==> config.mk <==
export PLATFORM = sky130hd
export DESIGN_NAME = uart_tx_flat
export DESIGN_NICKNAME = d
export VERILOG_FILES = /design/src/rtl/uart_pkg.sv /design/src/rtl/uart_tx_if.sv /design/src/rtl/uart_tx_baud.sv /design/src/rtl/uart_tx.sv /design/src/flat_wrapper.sv
export SDC_FILE = /design/constraint.sdc
export NUM_CORES = 1
export LEC_CHECK = 0
export CAP_MARGIN = 25
export CORE_UTILIZATION = 38
export CTS_CLUSTER_SIZE = 20
export DETAILED_ROUTE_END_ITERATION = 8
export GPL_ROUTABILITY_DRIVEN = 0
export PLACE_DENSITY_LB_ADDON = 0.05
export SYNTH_ARGS = -nofsm -noshare
export SYNTH_HDL_FRONTEND = slang
export SYNTH_HIERARCHICAL = 1
export SYNTH_SLANG_ARGS = --single-unit
==> constraint.sdc <==
create_clock -name clk -period 3.5 [get_ports clk]
set_input_delay 0.525 -clock clk [delete_from_list [all_inputs] [get_ports clk]]
set_output_delay 0.525 -clock clk [all_outputs]
set_load 0.02 [all_outputs]
==> src/rtl/uart_pkg.sv <==
// Shared UART constants and FSM state encodings used by uart_tx and uart_rx.
// PARITY_BIT exists only when UART_TX_PARITY_EN is defined.
package uart_pkg;

  localparam int INCLOCK = 40000000;
  localparam int BAUDE   = 921600;
  localparam int UBRR    = INCLOCK / BAUDE;

  typedef enum logic [2:0] {
    IDLE,
    START_BIT,
    DATA_BITS,
`ifdef UART_TX_PARITY_EN
    PARITY_BIT,
`endif
    STOP_BIT
  } tx_state_t;

  // Counter width able to hold n-1, never narrower than one bit.
  function automatic int cnt_width(input int n);
    return (n <= 2) ? 1 : $clog2(n);
  endfunction

endpackage

==> src/rtl/uart_tx_if.sv <==
// Byte-side handshake and serial output of the UART transmitter.
// master drives DIN/wr, slave (the transmitter) drives status and tx.
interface uart_tx_if;
  logic [7:0] DIN;
  logic       wr;
  logic       ready;
  logic       busy;
  logic       done;
  logic       tx;

  modport master (output DIN, output wr, input ready, input busy, input done, input tx);
  modport slave  (input DIN, input wr, output ready, output busy, output done, output tx);
endinterface

==> src/rtl/uart_tx_baud.sv <==
// Per-bit clock counter: counts 0..UBRR-1 and flags the last clock of each bit.
// restart realigns the count to zero on the edge a frame is loaded.
module uart_tx_baud
  import uart_pkg::*;
#(
  parameter int UBRR_P = UBRR
) (
  input  logic clk,
  input  logic rst,
  input  logic restart,
  output logic bit_end
);

  localparam int W = cnt_width(UBRR_P);

  logic [W-1:0] cnt;

  assign bit_end = (cnt == W'(UBRR_P - 1));

  always_ff @(posedge clk or posedge rst) begin
    if (rst) begin
      cnt <= '0;
    end else if (restart || bit_end) begin
      cnt <= '0;
    end else begin
      cnt <= cnt + W'(1);
    end
  end

endmodule

==> src/rtl/uart_tx.sv <==
// 8N1 UART transmitter with a one-entry holding buffer; back-to-back frames when refilled in time.
// UART_TX_PARITY_EN inserts an even-parity bit between the data and stop bits.
module uart_tx
  import uart_pkg::*;
#(
  parameter int INCLOCK = uart_pkg::INCLOCK,
  parameter int BAUDE   = uart_pkg::BAUDE
) (
  input  logic     clk,
  input  logic     rst,
  uart_tx_if.slave bus
);

  localparam int CLKS_PER_BIT = INCLOCK / BAUDE;

  tx_state_t  state, state_next;
  logic [7:0] hold_dat;
  logic       hold_valid;
  logic [7:0] shifter;
  logic [2:0] bit_idx;
  logic       bit_end;
  logic       load;
  logic       tx_level;
  logic       done_next;
  logic       tx_r;
  logic       done_r;

  uart_tx_baud #(.UBRR_P(CLKS_PER_BIT)) u_baud (
    .clk     (clk),
    .rst     (rst),
    .restart (load),
    .bit_end (bit_end)
  );

  always_comb begin
    state_next = state;
    load       = 1'b0;
    tx_level   = 1'b1;
    done_next  = 1'b0;
    case (state)
      IDLE: begin
        if (hold_valid) begin
          load       = 1'b1;
          state_next = START_BIT;
        end
      end
      START_BIT: begin
        tx_level = 1'b0;
        if (bit_end) state_next = DATA_BITS;
      end
      DATA_BITS: begin
        tx_level = shifter[bit_idx];
        if (bit_end && bit_idx == 3'd7) begin
`ifdef UART_TX_PARITY_EN
          state_next = PARITY_BIT;
`else
          state_next = STOP_BIT;
`endif
        end
      end
`ifdef UART_TX_PARITY_EN
      PARITY_BIT: begin
        tx_level = ^shifter;
        if (bit_end) state_next = STOP_BIT;
      end
`endif
      STOP_BIT: begin
        if (bit_end) begin
          done_next = 1'b1;
          if (hold_valid) begin
            load       = 1'b1;
            state_next = START_BIT;
          end else begin
            state_next = IDLE;
          end
        end
      end
      default: state_next = IDLE;
    endcase
  end

  always_ff @(posedge clk or posedge rst) begin
    if (rst) begin
      state <= IDLE;
    end else begin
      state <= state_next;
    end
  end

  // The load condition requires hold_valid, so it never coincides with an accepted write.
  always_ff @(posedge clk or posedge rst) begin
    if (rst) begin
      hold_valid <= 1'b0;
      hold_dat   <= 8'h00;
    end else if (bus.wr && !hold_valid) begin
      hold_valid <= 1'b1;
      hold_dat   <= bus.DIN;
    end else if (load) begin
      hold_valid <= 1'b0;
    end
  end

  always_ff @(posedge clk or posedge rst) begin
    if (rst) begin
      shifter <= 8'h00;
      bit_idx <= 3'd0;
    end else if (load) begin
      shifter <= hold_dat;
      bit_idx <= 3'd0;
    end else if (state == DATA_BITS && bit_end) begin
      bit_idx <= bit_idx + 3'd1;
    end
  end

  // Line and done are registered one clock behind the state so they stay glitch-free.
  always_ff @(posedge clk or posedge rst) begin
    if (rst) begin
      tx_r   <= 1'b1;
      done_r <= 1'b0;
    end else begin
      tx_r   <= tx_level;
      done_r <= done_next;
    end
  end

  assign bus.tx    = tx_r;
  assign bus.done  = done_r;
  assign bus.ready = !hold_valid;
  assign bus.busy  = (state != IDLE);

endmodule

==> src/flat_wrapper.sv <==
// flat-port wrapper written by rule: the top's interface ports become plain ports
module uart_tx_flat import uart_pkg::*;
#(
  parameter int INCLOCK = uart_pkg::INCLOCK,
  parameter int BAUDE   = uart_pkg::BAUDE
)
  (clk, rst, bus_DIN, bus_wr, bus_ready, bus_busy, bus_done, bus_tx);
  uart_tx_if bus_i ();
  input  logic clk;
  input  logic rst;
  input wire logic [$bits(bus_i.DIN)-1:0] bus_DIN;
  input wire logic [$bits(bus_i.wr)-1:0] bus_wr;
  output wire logic [$bits(bus_i.ready)-1:0] bus_ready;
  output wire logic [$bits(bus_i.busy)-1:0] bus_busy;
  output wire logic [$bits(bus_i.done)-1:0] bus_done;
  output wire logic [$bits(bus_i.tx)-1:0] bus_tx;
  assign bus_i.DIN = bus_DIN;
  assign bus_i.wr = bus_wr;
  assign bus_ready = bus_i.ready;
  assign bus_busy = bus_i.busy;
  assign bus_done = bus_i.done;
  assign bus_tx = bus_i.tx;
  uart_tx #(.INCLOCK(INCLOCK), .BAUDE(BAUDE)) u_core (.clk(clk), .rst(rst), .bus(bus_i));
endmodule
==> flow_summary.toml <==
[timing]
maxClockFrequency_mhz = 417.2
slew_headroom_pct = 52.66
slew_viol_final = 0
timing.clock.skew_ns = 0.002472
hold_ws_ns = 0.4887
finalWorstPathRequiredPeriod_ns = 2.397
rsz_0062_raised_after_global_routing = "no"
final-hold-violation-count = 0
worst_pin_slew_ns = 0.7078
finalSetupViolations = 0
min_period_over_period_pct = 68.49
totalNegativeSetupSlack_ns = 0

[clock_tree]
clkTransAtPathRegs_ns = 0.06
cts_sinks = 30
clock_tree.buffer_depth = 2
cts-buffers-inserted = 5
clock_latency_at_the_later_pin_of_the_worst_skew_pair_ns = 0.28
clock_tree.root_cell = "sky130_fd_sc_hd__clkbuf_8"
cts_tree = "done"
post_cts_resize_count = 0
postCtsHoldBufs = 0
post-cts-setup-buffer-count = 0
htree_levels = 2

[synthesis]
synth-xor-area-share_pct = 2.460
synth_seq_area_share_pct = 52.81
synth_common_cells = "sky130_fd_sc_hd__dfrtp_1, sky130_fd_sc_hd__mux2_2, sky130_fd_sc_hd__nor2_1, sky130_fd_sc_hd__ha_1, sky130_fd_sc_hd__inv_1"
synth_cells = 111
synth-seq-cells = 30
yosys.cell_types.count = 32
syn_area_sq_um = 1424
synth-edff-count = 0
ys_warn_count = 6
synth_top_family_by_area = "multiplexers"
synth.top_cell.area_share_pct = 50.97
synth.area.mux_share_pct = 17.93
post-synth-top-count-cell = "sky130_fd_sc_hd__dfrtp_1"
synth_adder_area_share_pct = 7.030
synth_top_cell_by_area = "sky130_fd_sc_hd__dfrtp_1"
syn-num-nets = 130
synth-compound-area-share_pct = 5.888
synth_area_leaders = "sky130_fd_sc_hd__dfrtp_1, sky130_fd_sc_hd__mux2_2, sky130_fd_sc_hd__ha_1"
synth_simple_gate_area_share_pct = 10.54
dominantRegCellSynth = "sky130_fd_sc_hd__dfrtp_1"
postSynthAreaPerCell_sq_um = 12.83
synth-async-reset-ratio_pct = 100.0

[power]
total_leakage_power_nw = 0.7586
peak_supply_drop_v = 0.0003896
power.density_nw_per_um2 = 831.2
total_power_mw = 1.429

[route]
detail_route.iter0.violations = 34
via_count = 867
remaining_drc_errors = 0
drt-total-wl_um = 2321
wl_per_cell_um = 13.11
route.detailed.vias_per_inst = 4.898
ant_nets = 0
first_pass_iters = 4

[worst_setup_path]
regToRegEndpoint = "u_core/u_baud/cnt[2]"
worst-setup-path-type = "flop to flop"
reg2reg_setup_slack_ns = 1.10
crit_fanout = 14
critPathMaxStageDelay_ns = 0.56
cp_top_family = "simple AND/OR/NAND/NOR gates"
critical_path.cell_chain = "inv_1 -> ha_1 -> nand4b_1 -> nor2_1 -> a21oi_2 -> nor3_4 -> o21bai_1 -> nor2_1"
timing.critical_path.buf_inv = 1
timing.reg2reg.worst_path_depth = 8
cpMostUsedCell = "sky130_fd_sc_hd__nor2_1"
cpMaxStageDelayCell = "sky130_fd_sc_hd__nor3_4"
crit_path_start_kind = "flop"
worst_r2r_startpoint = "u_core/u_baud/cnt[0]"
timing.critical_path.required_ns = 3.65
critPathCaptureType = "flop"
worst_ep_arrival_time_ns = 2.55

[global_route]
first_global_vias = 937
grt.overflow.total = 0
largest_net_degree_at_the_start_of_global_routing = 25
grt.total_usage_pct = 14.47
grt_first_pass_wirelength_um = 4333
grt_antenna_before_repair = 0

[layout]
nets = 149
antenna_cells = 0
fillCellCount = 324
multi_input_comb_area_sq_um = 624.3
seq_area_sq_um = 752.0
area_growth_pct = 20.74
post_route_cells_drive_above_1_share_pct = 27.48

[die]
die_height_um = 63.21
floorplan.die_area_sq_um = 3996
std_cell_rows = 21
ioPinCount = 15
core_sq_um = 3468
starting_density_of_the_core_pct = 41.05
die-width_um = 63.21

[run_status]
outcome = "complete, no violations"

[place]
dp_hpwl_um = 1582
place.port_buffers = 14

[flow_run]
cap_viol_max_count = 0

[min_path]
hold_path_class = "input pin to async pin"
[layer usage]
layer  GRT usage (%)  wire (um)
met3           5.797        140
met2           23.79       1083
met4           5.682         23
met1           16.76       1074
met5               0          0
[worst reg2reg max path, stage by stage (launching register included)]
cell and delay [ns]:
sky130_fd_sc_hd__dfrtp_1 0.41, sky130_fd_sc_hd__inv_1 0.07, sky130_fd_sc_hd__ha_1 0.14, sky130_fd_sc_hd__nand4b_1 0.12, sky130_fd_sc_hd__nor2_1 0.42, sky130_fd_sc_hd__a21oi_2 0.14, sky130_fd_sc_hd__nor3_4 0.56, sky130_fd_sc_hd__o21bai_1 0.32
sky130_fd_sc_hd__nor2_1 0.09
[layout make-up]
| cell class | instances | area share (%) |
|---|---|---|
| Clock inverter | 1 | 0.2911 |
| Clock buffer | 7 | 5.022 |
| Timing Repair Buffer | 15 | 9.753 |
| Tap cell | 46 | 3.348 |
| Inverter | 7 | 1.528 |
| Multi-Input combinational cell | 71 | 36.32 |
| Sequential cell | 30 | 43.74 |
[power by group]
| part | internal (mW) | leakage (nW) | switching [mW] |
|---|---|---|---|
| Clock | 0.158 | 0.0482 | 0.124 |
| Combinational | 0.302 | 0.344 | 0.238 |
| Sequential | 0.504 | 0.367 | 0.103 |
| Total | 0.965 | 0.759 | 0.464 |
[worst max path at each step]
stage,from,to,cells past startpoint
after floorplan,u_core/u_baud/cnt[0],u_core/shifter[0],8
after detailed placement,u_core/u_baud/cnt[0],u_core/u_baud/cnt[1],8
after CTS,u_core/u_baud/cnt[0],u_core/u_baud/cnt[1],8
after global placement,u_core/u_baud/cnt[0],u_core/u_baud/cnt[1],8
after global routing,u_core/u_baud/cnt[0],u_core/u_baud/cnt[1],8
final,u_core/u_baud/cnt[0],u_core/u_baud/cnt[2],8
[through the flow]
step | cells | util, % | instance area (sq um) | worst slack (ns)
CTS | 176 | 48.77 | 1692 | 1.067
detailed placement | 168 | 46.14 | 1600 | 1.081
global placement | 168 | 46.14 | 1600 | 1.181
floorplan | 111 | - | 1424 | 1.624
global route | 177 | 49.57 | 1719 | 0.8090
finish | 177 | 49.57 | 1719 | 1.103
[placed cells by master, fill, tap and decap left out, types with 2 or more instances in the layout]
cell type and n:
sky130_fd_sc_hd__a21oi_1 3, sky130_fd_sc_hd__a21oi_2 2, sky130_fd_sc_hd__clkbuf_8 6, sky130_fd_sc_hd__clkdlybuf4s50_1 14
sky130_fd_sc_hd__dfrtp_1 29, sky130_fd_sc_hd__ha_1 8, sky130_fd_sc_hd__inv_1 6, sky130_fd_sc_hd__mux2_2 14
sky130_fd_sc_hd__mux2_4 5, sky130_fd_sc_hd__nand2_1 5, sky130_fd_sc_hd__nand2b_1 2, sky130_fd_sc_hd__nand3_1 3
sky130_fd_sc_hd__nor2_1 10, sky130_fd_sc_hd__o221ai_1 2, sky130_fd_sc_hd__xor2_1 3
[logic make-up (layout without fill, tap and decap cells)]
| family | after synthesis | count (layout) |
|---|---|---|
| buffers and inverters | 10 | 30 |
| AO/OA/AOI/OAI | 12 | 12 |
| flip-flops | 30 | 30 |
| multiplexers | 20 | 20 |
| XOR/XNOR | 4 | 4 |
| adder cells (fa/ha/maj) | 8 | 8 |
| AND/OR/NAND/NOR | 27 | 27 |
[sequential cells by signal, indices dropped and copies added, names as in the netlist]
name and count:
u_core/hold_dat 8, u_core/shifter 8, u_core/u_baud/cnt 6, u_core/bit_idx 3, u_core/state 2, u_core/bus.done 1
u_core/bus.tx 1, u_core/hold_valid 1
Power figures use the tool's default switching activity.
